--- src/rtl/zoom_in_if.sv ---
// Pixel-stream bundle between the VGA timing side, the source frame
// memory and the zoom engine.
interface zoom_in_if #(
   parameter int IMG_WIDTH  = 160,
   parameter int IMG_HEIGHT = 120,
   parameter int DATA_WIDTH = 8
);
   localparam int XW = $clog2(IMG_WIDTH);
   localparam int YW = $clog2(IMG_HEIGHT);

   logic                  flow_enabled;
   logic                  algorithm_select;
   logic [1:0]            k;
   logic [9:0]            x_vga;
   logic [9:0]            y_vga;
   logic [XW-1:0]         mem_x_addr;
   logic [YW-1:0]         mem_y_addr;
   logic [DATA_WIDTH-1:0] mem_pixel_in;
   logic [DATA_WIDTH-1:0] pixel_out;
   logic                  pixel_valid;

   modport master (
      output flow_enabled, algorithm_select, k, x_vga, y_vga,
      output mem_pixel_in,
      input  mem_x_addr, mem_y_addr, pixel_out, pixel_valid
   );

   modport slave (
      input  flow_enabled, algorithm_select, k, x_vga, y_vga,
      input  mem_pixel_in,
      output mem_x_addr, mem_y_addr, pixel_out, pixel_valid
   );
endinterface

--- src/rtl/zoom_in.sv ---
// 2^k image upscaler: pixel replication, or bilinear interpolation
// built from four sequential reads of a 2-cycle-latency frame memory.
module zoom_in #(
   parameter int IMG_WIDTH  = 160,
   parameter int IMG_HEIGHT = 120,
   parameter int DATA_WIDTH = 8
) (
   input  logic       clk,
   input  logic       reset,
   zoom_in_if.slave   bus
);
   localparam int XW   = $clog2(IMG_WIDTH);
   localparam int YW   = $clog2(IMG_HEIGHT);
   localparam int ACCW = DATA_WIDTH + 7;
   localparam logic [9:0] XMAX = 10'(IMG_WIDTH - 1);
   localparam logic [9:0] YMAX = 10'(IMG_HEIGHT - 1);

   typedef enum logic [1:0] {IDLE, FETCH, DRAIN, CALC} state_t;

   state_t                state_q;
   logic                  lock_valid_q;
   logic [9:0]            lx_q, ly_q;
   logic [XW-1:0]         sx_q;
   logic [YW-1:0]         sy_q;
   logic [2:0]            fx_q, fy_q;
   logic [1:0]            k_q;
   logic [1:0]            idx_q;
   logic [ACCW-1:0]       acc_q;
   logic                  rv1_q, rv2_q, fe1_q, fe2_q;
   logic                  bv1_q, bv2_q;
   logic [1:0]            bi1_q, bi2_q;
   logic [XW-1:0]         mx_q;
   logic [YW-1:0]         my_q;
   logic [DATA_WIDTH-1:0] pix_q;
   logic                  valid_q;

   logic                  bil, trig, abort;
   logic [9:0]            xs, ys;
   logic [XW-1:0]         sx_d, x1, ax;
   logic [YW-1:0]         sy_d, y1, ay;
   logic [2:0]            fmask, fx_d, fy_d;
   logic [3:0]            wfull, wx, wy;
   logic [7:0]            wgt;
   logic [ACCW-1:0]       acc_d;
   logic [2:0]            sh;
   logic [ACCW:0]         rsum;
   logic [DATA_WIDTH-1:0] rnd;

   always_comb begin
      bil   = bus.algorithm_select && (bus.k != 2'd0);
      xs    = bus.x_vga >> bus.k;
      ys    = bus.y_vga >> bus.k;
      sx_d  = (xs > XMAX) ? XMAX[XW-1:0] : xs[XW-1:0];
      sy_d  = (ys > YMAX) ? YMAX[YW-1:0] : ys[YW-1:0];
      fmask = (3'd1 << bus.k) - 3'd1;
      fx_d  = bus.x_vga[2:0] & fmask;
      fy_d  = bus.y_vga[2:0] & fmask;
      trig  = bil && bus.flow_enabled &&
              (!lock_valid_q || bus.x_vga != lx_q || bus.y_vga != ly_q);
      abort = (state_q != IDLE) && (!bil || bus.k != k_q);
      x1    = (sx_q == XMAX[XW-1:0]) ? sx_q : sx_q + 1'b1;
      y1    = (sy_q == YMAX[YW-1:0]) ? sy_q : sy_q + 1'b1;
      ax    = idx_q[0] ? x1 : sx_q;
      ay    = idx_q[1] ? y1 : sy_q;
      // weight for the sample whose data is arriving this cycle
      wfull = 4'd1 << k_q;
      wx    = bi2_q[0] ? {1'b0, fx_q} : wfull - {1'b0, fx_q};
      wy    = bi2_q[1] ? {1'b0, fy_q} : wfull - {1'b0, fy_q};
      wgt   = {4'd0, wx} * {4'd0, wy};
      acc_d = acc_q + ACCW'(bus.mem_pixel_in) * ACCW'(wgt);
      sh    = {k_q, 1'b0};
      rsum  = {1'b0, acc_q} + ((ACCW+1)'(1) << (sh - 3'd1));
      rnd   = DATA_WIDTH'(rsum >> sh);
   end

   always_ff @(posedge clk) begin
      if (reset) begin
         state_q      <= IDLE;
         lock_valid_q <= 1'b0;
         lx_q         <= '0;
         ly_q         <= '0;
         sx_q         <= '0;
         sy_q         <= '0;
         fx_q         <= '0;
         fy_q         <= '0;
         k_q          <= '0;
         idx_q        <= '0;
         acc_q        <= '0;
         rv1_q        <= 1'b0;
         rv2_q        <= 1'b0;
         fe1_q        <= 1'b0;
         fe2_q        <= 1'b0;
         bv1_q        <= 1'b0;
         bv2_q        <= 1'b0;
         bi1_q        <= '0;
         bi2_q        <= '0;
         mx_q         <= '0;
         my_q         <= '0;
         pix_q        <= '0;
         valid_q      <= 1'b0;
      end else begin
         rv1_q   <= !bil;
         rv2_q   <= rv1_q;
         fe1_q   <= bus.flow_enabled;
         fe2_q   <= fe1_q;
         bv1_q   <= 1'b0;
         bi1_q   <= idx_q;
         bv2_q   <= bv1_q;
         bi2_q   <= bi1_q;
         valid_q <= 1'b0;
         if (rv2_q) begin
            pix_q   <= bus.mem_pixel_in;
            valid_q <= fe2_q;
         end
         if (bv2_q) acc_q <= acc_d;
         if (!bil) begin
            mx_q <= sx_d;
            my_q <= sy_d;
         end
         if (abort) begin
            state_q      <= IDLE;
            lock_valid_q <= 1'b0;
            bv2_q        <= 1'b0;
         end else begin
            unique case (state_q)
               IDLE: if (trig) begin
                  lock_valid_q <= 1'b1;
                  lx_q         <= bus.x_vga;
                  ly_q         <= bus.y_vga;
                  sx_q         <= sx_d;
                  sy_q         <= sy_d;
                  fx_q         <= fx_d;
                  fy_q         <= fy_d;
                  k_q          <= bus.k;
                  acc_q        <= '0;
                  idx_q        <= '0;
                  state_q      <= FETCH;
               end
               FETCH: begin
                  mx_q  <= ax;
                  my_q  <= ay;
                  bv1_q <= 1'b1;
                  idx_q <= idx_q + 2'd1;
                  if (idx_q == 2'd3) state_q <= DRAIN;
               end
               DRAIN: begin
                  idx_q <= idx_q + 2'd1;
                  if (idx_q == 2'd1) state_q <= CALC;
               end
               CALC: begin
                  pix_q   <= rnd;
                  valid_q <= 1'b1;
                  state_q <= IDLE;
               end
               default: state_q <= IDLE;
            endcase
         end
      end
   end

   assign bus.mem_x_addr  = mx_q;
   assign bus.mem_y_addr  = my_q;
   assign bus.pixel_out   = pix_q;
   assign bus.pixel_valid = valid_q;
endmodule

--- src/flat_wrapper.sv ---
// flat-port wrapper written by rule: the top's interface ports become plain ports
module zoom_in_flat 
#(
   parameter int IMG_WIDTH  = 160,
   parameter int IMG_HEIGHT = 120,
   parameter int DATA_WIDTH = 8
)
  (clk, reset, bus_flow_enabled, bus_algorithm_select, bus_k, bus_x_vga, bus_y_vga, bus_mem_pixel_in, bus_mem_x_addr, bus_mem_y_addr, bus_pixel_out, bus_pixel_valid);
  zoom_in_if #(.IMG_WIDTH(IMG_WIDTH), .IMG_HEIGHT(IMG_HEIGHT), .DATA_WIDTH(DATA_WIDTH)) bus_i ();
  input  logic clk;
  input  logic reset;
  input wire logic [$bits(bus_i.flow_enabled)-1:0] bus_flow_enabled;
  input wire logic [$bits(bus_i.algorithm_select)-1:0] bus_algorithm_select;
  input wire logic [$bits(bus_i.k)-1:0] bus_k;
  input wire logic [$bits(bus_i.x_vga)-1:0] bus_x_vga;
  input wire logic [$bits(bus_i.y_vga)-1:0] bus_y_vga;
  input wire logic [$bits(bus_i.mem_pixel_in)-1:0] bus_mem_pixel_in;
  output wire logic [$bits(bus_i.mem_x_addr)-1:0] bus_mem_x_addr;
  output wire logic [$bits(bus_i.mem_y_addr)-1:0] bus_mem_y_addr;
  output wire logic [$bits(bus_i.pixel_out)-1:0] bus_pixel_out;
  output wire logic [$bits(bus_i.pixel_valid)-1:0] bus_pixel_valid;
  assign bus_i.flow_enabled = bus_flow_enabled;
  assign bus_i.algorithm_select = bus_algorithm_select;
  assign bus_i.k = bus_k;
  assign bus_i.x_vga = bus_x_vga;
  assign bus_i.y_vga = bus_y_vga;
  assign bus_i.mem_pixel_in = bus_mem_pixel_in;
  assign bus_mem_x_addr = bus_i.mem_x_addr;
  assign bus_mem_y_addr = bus_i.mem_y_addr;
  assign bus_pixel_out = bus_i.pixel_out;
  assign bus_pixel_valid = bus_i.pixel_valid;
  zoom_in #(.IMG_WIDTH(IMG_WIDTH), .IMG_HEIGHT(IMG_HEIGHT), .DATA_WIDTH(DATA_WIDTH)) u_core (.clk(clk), .reset(reset), .bus(bus_i));
endmodule
--- config.mk ---
export PLATFORM = sky130hd
export DESIGN_NAME = zoom_in_flat
export DESIGN_NICKNAME = d
export VERILOG_FILES = /design/src/rtl/zoom_in_if.sv /design/src/rtl/zoom_in.sv /design/src/flat_wrapper.sv
export SDC_FILE = /design/constraint.sdc
export NUM_CORES = 1
export LEC_CHECK = 0
export BUFFER_PORTS_ARGS = -buffer_cell sky130_fd_sc_hd__buf_2
export CAP_MARGIN = 25
export CORE_ASPECT_RATIO = 1.5
export CORE_UTILIZATION = 30
export CTS_CLUSTER_SIZE = 14
export DETAILED_ROUTE_END_ITERATION = 16
export HOLD_SLACK_MARGIN = 0.02
export MAX_ROUTING_LAYER = met4
export RECOVER_POWER = 25
export SYNTH_ARGS = -nofsm -noshare
export SYNTH_HDL_FRONTEND = slang
export SYNTH_SLANG_ARGS = --single-unit
--- constraint.sdc ---
create_clock -name clk -period 21.6 [get_ports clk]
set_clock_uncertainty 0.2 [all_clocks]
set_input_delay 1.08 -clock clk [delete_from_list [all_inputs] [get_ports clk]]
set_output_delay 1.08 -clock clk [all_outputs]
set_load 0.05 [all_outputs]
==> results of run 1 <==
[cell type report]
class | count | share of cell area
inverters | 103 | 0.0429
clock buffers | 10 | 0.0254
diodes | 1 | 0.000277
clock inverters | 6 | 0.00749
repair buffers | 61 | 0.0315
flip-flops and latches | 96 | 0.213
multi-input cells | 729 | 0.633
well taps | 337 | 0.0467
[stage by stage]
step / std cells / hold WS, ns / worst slack (ns) / utilization
2_1_floorplan: 975 / 0.206 / 13.16 / -
3_3_place_gp: 1326 / 0.213 / 12.45 / 0.327
3_5_place_dp: 1326 / 0.211 / 12.26 / 0.327
4_1_cts: 1342 / 0.232 / 12.22 / 0.338
5_1_grt: 1343 / 0.260 / 11.62 / 0.337
6_report: 1343 / 0.231 / 12.22 / 0.337
[logic make-up after synthesis]
logic type | Yosys count
multiplexers | 65
AO/OA/AOI/OAI | 169
adder cells (fa/ha/maj) | 110
flip-flops | 96
XOR/XNOR | 61
buffers and inverters | 150
AND/OR/NAND/NOR | 324
[layer usage]
metal / vias up / global-route usage / routed length [um]
li1: 3332 / - / -
met1: 3257 / 0.185 / 9160
met2: 137 / 0.284 / 10900
met3: 35 / 0.0188 / 632
met4: 0 / 0.0663 / 675
met5: - / - / 0
[worst max path at each step]
| stage | from | end | slack, ns | cells after the start |
|---|---|---|---|---|
| floorplan | u_core.k_q[0] | u_core.acc_q[13] | 13.16 | 31 |
| global placement | u_core.k_q[0] | u_core.acc_q[13] | 12.45 | 28 |
| detailed placement | u_core.k_q[0] | u_core.acc_q[13] | 12.26 | 28 |
| global route | u_core.k_q[0] | u_core.acc_q[13] | 11.62 | 29 |
| finish | u_core.k_q[0] | u_core.acc_q[13] | 12.22 | 28 |
| CTS | u_core.k_q[0] | u_core.acc_q[13] | 12.22 | 28 |
[layout by cell type, fill, tap and decap left out, types with 24 or more instances in the layout]
master,count
nor2_1,121
inv_1,99
dfxtp_1,96
nand2_1,79
ha_1,58
a21oi_1,57
mux2i_1,57
fa_1,52
and2_1,41
xnor2_1,39
buf_2,35
clkbuf_1,24
[power by group through the flow]
stage	clock network [W]	logic (W)	registers, W
2_1_floorplan	0	0.000238	0.000251
3_3_place_gp	0	0.000346	0.000224
3_5_place_dp	0	0.000351	0.000224
4_1_cts	0.000168	0.000354	0.000221
5_1_grt	0.000174	0.000393	0.000224
6_report	0.000165	0.000349	0.000221
[synthesized netlist by cell type (4+ instances only)]
cell,count,share of area
a211oi_1,19,0.017
a211oi_2,4,0.0061
a21o_1,11,0.010
a21oi_1,57,0.035
a221oi_1,6,0.0064
a31oi_1,8,0.0061
and2_1,41,0.031
and3_1,6,0.0046
buf_2,16,0.0097
buf_4,4,0.0036
clkbuf_1,21,0.0096
dfxtp_1,96,0.23
fa_1,52,0.13
ha_1,58,0.088
inv_1,99,0.045
mux2_2,4,0.0055
mux2i_1,57,0.069
nand2_1,79,0.036
nand2b_1,6,0.0046
nand3_1,10,0.0061
nand4_1,10,0.0076
nor2_1,121,0.055
nor2b_1,12,0.0091
nor3_1,14,0.0085
o211ai_1,5,0.0046
o21a_1,5,0.0046
o21ai_0,16,0.0097
o22ai_1,7,0.0053
o31ai_1,5,0.0046
or2_2,8,0.0061
xnor2_1,39,0.041
xor2_1,21,0.022
[flip-flops by register name, summed over array words and instances (netlist names), 2 cells and up]
signal,count
u_core.acc_q,14
u_core.bi1_q,2
u_core.bi2_q,2
u_core.bus.mem_x_addr,8
u_core.bus.mem_y_addr,7
u_core.bus.pixel_out,8
u_core.fx_q,3
u_core.fy_q,3
u_core.idx_q,2
u_core.k_q,2
u_core.lx_q,10
u_core.ly_q,10
u_core.state_q,2
u_core.sx_q,8
u_core.sy_q,7
[critical path: cells and delay by family (launching register included)]
kind	cells	cell delay, ns
adder cells (fa/ha/maj)	9	3.93
buffers and inverters	4	0.54
AND/OR/NAND/NOR	4	1.48
flip-flops	1	0.79
XOR/XNOR	5	1.04
AO/OA/AOI/OAI	6	1.31
==> reports/metrics.cfg, run 1 <==
[grt]
grt_overflow=0
grt_max_degree=82
grt_pass1_vias=6701
grt_usage=0.162
grt_first_pass_wirelength_um=34400
antenna_found_initial=1

[route]
detail_route.wl_per_cell_um=15.9
ant_nets=0
finalWirelength_um=21400
via_per_inst=5.03
drt_first_pass_iters=4
drtIter0Drc=268
drc_errors=0
dr_total_vias=6761

[outcome]
status=finished, violations left
violations=capacitance limit, slew limit

[yosys]
yosys_warnings=0
avgSynthCellArea_um2=8.45
synth_fa_ha_area_frac=0.214
yosys.area_share.simple=0.185
synthArstFlopShare=0
ys_types=69
synth_ff_type=dfxtp_1
synth_top_family_by_area=adder cells
synthXorXnorAreaFrac=0.0665
synthCells=975
synth_edf_count=0
synth_nets=1119
syn-cell-area_um2=8240
synth_mux_area_frac=0.0866
synth_compound_area_frac=0.140
synth_seq_area_share=0.233
ys_seq_elements=96

[min_path]
holdPathStages=1
holdPathEnd=u_core.bv2_q
hp-start=u_core.bv1_q
hp-class=register to register

[final_layout]
multi_input_area_um2=5710
fin_area_um2=9020
nets=1144
syn_to_final_growth_pct=9.51
drive_gt1_frac=0.0806
seq_area_um2=1920
fill_cells=2827

[floorplanning]
ios=58
die_x_um=137
row_count=73
start_util=0.308
core_um2=26800
die_area_um2=28100
die_h_um=205

[worst_setup_path]
critical_path_class=register to register
worst_setup_path_start_kind=register
cp.arrival_ns=9.44
cpMostUsedCell=fa_1
reg2regPathDepth=28
rrSetupSlack_ns=12.22
reg2reg_from=u_core.k_q[0]
critical-path-max-stage-delay_ns=0.79
crit_required_ns=21.67
r2r-end=u_core.acc_q[13]
slowest_stage=dfxtp_1
cp-end-kind=register
cp_max_fo=21

[timing]
setup_violations=0
grt_setup_unrepaired=no
final_max_slew_viol_count=82
slew_headroom=-1.58
finalSetupTns_ns=0
finalHoldViolations=0
tightest_slew_ns=3.87
min_period_ns=9.38
min_period_over_period=0.434
clock.fmax_mhz=107

[clocking]
htreeDepth=3
holdBufCountCts=0
clk_pin_slew_worst_paths_ns=0.07
post_cts_buffers=0
clock_latency_ns=0.36
cts_tree=done
clockRootBuffer=clkbuf_16
cts.repair.resized=0
clock_tree.buffer_depth=2
cts-buffers-inserted=9
cts_sinks=96

[power]
p_int_w=0.000419
power.share.combinational=0.475
p_leak_nw=3.75
p_per_area_nw_per_um2=81.5
p_switching_w=0.000317
sw_frac_of_total=0.431
peakVddDrop_mv=0.0482
p_total_w=0.000736
clock_power_share=0.224
seqPwrFrac=0.301

[place]
placed_area_um2=8750
finalWeightedCongestion=0.843
dp_hpwl_um=16200
io_buffers=57

[flow_run]
max_cap_violations=1

No activity file was read; power rests on OpenSTA's default activity.
==> run 2, diff against run 1 <==
Clock period 21.6 ns to 7.7 ns, I/O delays scaled along.
==> reports/metrics.cfg, run 2 (same netlist as run 1, synthesis figures left out) <==
[final_layout]
layout_commonest_cell=nor2_1  ; unchanged
syn_to_final_growth_pct=16.0  ; was 9.51%
layout.cells.non_filler=1364  ; was 1343
final_cell_mix=nor2_1, inv_1, dfxtp_1  ; unchanged
postLayoutCoreUtil=0.357  ; was 0.337
fill_cells=2810  ; was 2827
largest_reg_flops=14  ; unchanged
diodes=0  ; was 1
multi_input_area_um2=6030  ; was 5710 um^2
regMostFlops=u_core.acc_q  ; unchanged
reg.largest.list=u_core.acc_q (14), u_core.lx_q (10), u_core.ly_q (10)  ; unchanged
nets=1166  ; was 1144
seq_area_um2=1930  ; was 1920 um^2
drive_gt1_frac=0.143  ; was 0.0806

[worst_setup_path]
critical-path-max-stage-delay_ns=0.57  ; was 0.79 ns
crit_buf_inv=6  ; was 4
crit_required_ns=7.77  ; was 21.67 ns
cp.arrival_ns=7.54  ; was 9.44 ns
critical_path_class=register to register  ; unchanged
cp_max_fo=6  ; was 21
slowest_stage=or4b_2  ; was dfxtp_1
worst_setup_path_start_kind=register  ; unchanged
cp-end-kind=register  ; unchanged
cpMostUsedCell=fa_1  ; unchanged
cp_top_family=adder cells  ; unchanged

[route]
ant_nets=0  ; unchanged
wl_met2_um=11400  ; was 10900 um
drtIter0Drc=253  ; was 268
maxUsedRoutingLayer=met4  ; unchanged
wl_met3_um=716  ; was 632 um
met1_length_um=9230  ; was 9160 um
dr_total_vias=6889  ; was 6761
drt_first_pass_iters=4  ; unchanged
drc_errors=0  ; unchanged
finalWirelength_um=21800  ; was 21400 um
detail_route.wl_per_cell_um=16.0  ; was 15.9 um
via_per_inst=5.05  ; was 5.03

[timing]
holdWs_ns=0.0691  ; was 0.231 ns
finalSetupTns_ns=0  ; unchanged
final_max_slew_viol_count=38  ; was 82
clock.fmax_mhz=134  ; was 107 MHz
tightest_slew_ns=1.79  ; was 3.87 ns
min_period_over_period=0.970  ; was 0.434
setup_violations=0  ; unchanged
grt_setup_unrepaired=yes  ; was no
slew_headroom=-0.191  ; was -1.58
min_period_ns=7.47  ; was 9.38 ns
finalHoldViolations=0  ; unchanged

[floorplanning]
ios=58  ; unchanged
die_h_um=205  ; unchanged
start_util=0.308  ; unchanged
row_count=73  ; unchanged
core_um2=26800  ; unchanged
die_area_um2=28100  ; unchanged
die_x_um=137  ; unchanged

[grt]
grt_pass1_vias=6888  ; was 6701
grt_first_pass_wirelength_um=35400  ; was 34400 um
grt_usage=0.167  ; was 0.162
grt_max_degree=82  ; unchanged
grt_overflow=0  ; unchanged
antenna_found_initial=0  ; was 1

[clocking]
clk_pin_slew_worst_paths_ns=0.07  ; about the same
holdBufCountCts=0  ; unchanged
cts-buffers-inserted=9  ; unchanged
clock_tree.buffer_depth=2  ; unchanged
clockRootBuffer=clkbuf_16  ; unchanged
htreeDepth=3  ; unchanged
cts_tree=done  ; unchanged
clock_latency_ns=0.36  ; about the same
cts_sinks=96  ; unchanged

[outcome]
status=finished, violations left  ; unchanged
violations=capacitance limit, slew limit  ; unchanged

[place]
io_buffers=57  ; unchanged
finalWeightedCongestion=0.841  ; was 0.843
dp_hpwl_um=16500  ; was 16200 um
placed_cells=1340  ; was 1326

[flow_run]
max_cap_violations=1  ; unchanged

[power]
p_per_area_nw_per_um2=235  ; was 81.5 nW/um^2
peakVddDrop_mv=0.179  ; was 0.0482 mV
p_total_w=0.00224  ; was 0.000736 W
p_leak_nw=3.93  ; was 3.75 nW

[min_path]
hp-class=input pin to register  ; was register to register

-- run 2: cell count changes in the layout (fill, tap and decap cells not counted), sizes merged --
cell	before	now
diode	1	0
buf	38	61
inv	102	104
clkbuf	33	31
bufinv	1	2
clkinvlp	2	0
-- run 2: final cells by class --
class / instances / area share
Clock inverter: 7 / 0.0115
Sequential cell: 96 / 0.202
Multi-Input combinational cell: 729 / 0.631
Clock buffer: 9 / 0.0236
Inverter: 103 / 0.0405
Tap cell: 337 / 0.0441
Timing Repair Buffer: 83 / 0.0474
-- run 2: final timing paths --
check                         from               end  slack (ns)  cells after the start
setup reg to reg     u_core.k_q[1]  u_core.acc_q[12]        0.23                     29
hold / removal    bus_flow_enabled      u_core.fe1_q        0.07                      2
setup / recovery     u_core.k_q[1]  u_core.acc_q[12]        0.23                     29
hold reg to reg       u_core.bv1_q      u_core.bv2_q        0.23                      1
-- run 2: per-layer routing --
layer  vias to the layer above  global-route usage
li1                       3378                   -
met1                      3344               0.187
met2                       131               0.303
met3                        36              0.0188
met4                         0              0.0573
met5                         -                   -
-- run 2: metrics by stage --
stage | instance area, um^2 | setup WS (ns)
3_3_place_gp | 9000 | -0.0943
6_report | 9550 | 0.227
4_1_cts | 9400 | 0.00275
3_5_place_dp | 9000 | -0.275
5_1_grt | 9550 | -0.0436
2_1_floorplan | 8400 | 0.00177
-- run 2: repair_timing --
| item | CTS | global route |
|---|---|---|
| pin swaps | 13 | 41 |
| buffers inserted | 2 | 5 |
| gates resized for setup | 9 | 28 |
| setup endpoints to repair | 5 | 5 |
| hold endpoints to repair | 0 | 0 |
-- run 2: where the power goes --
group / total, W / switching (W) / internal [W]
sequential: 0.000615 / 0.0000559 / 0.000560
combinational: 0.00112 / 0.000674 / 0.000443
clock: 0.000508 / 0.000216 / 0.000292
total: 0.00224 / 0.000946 / 0.00129
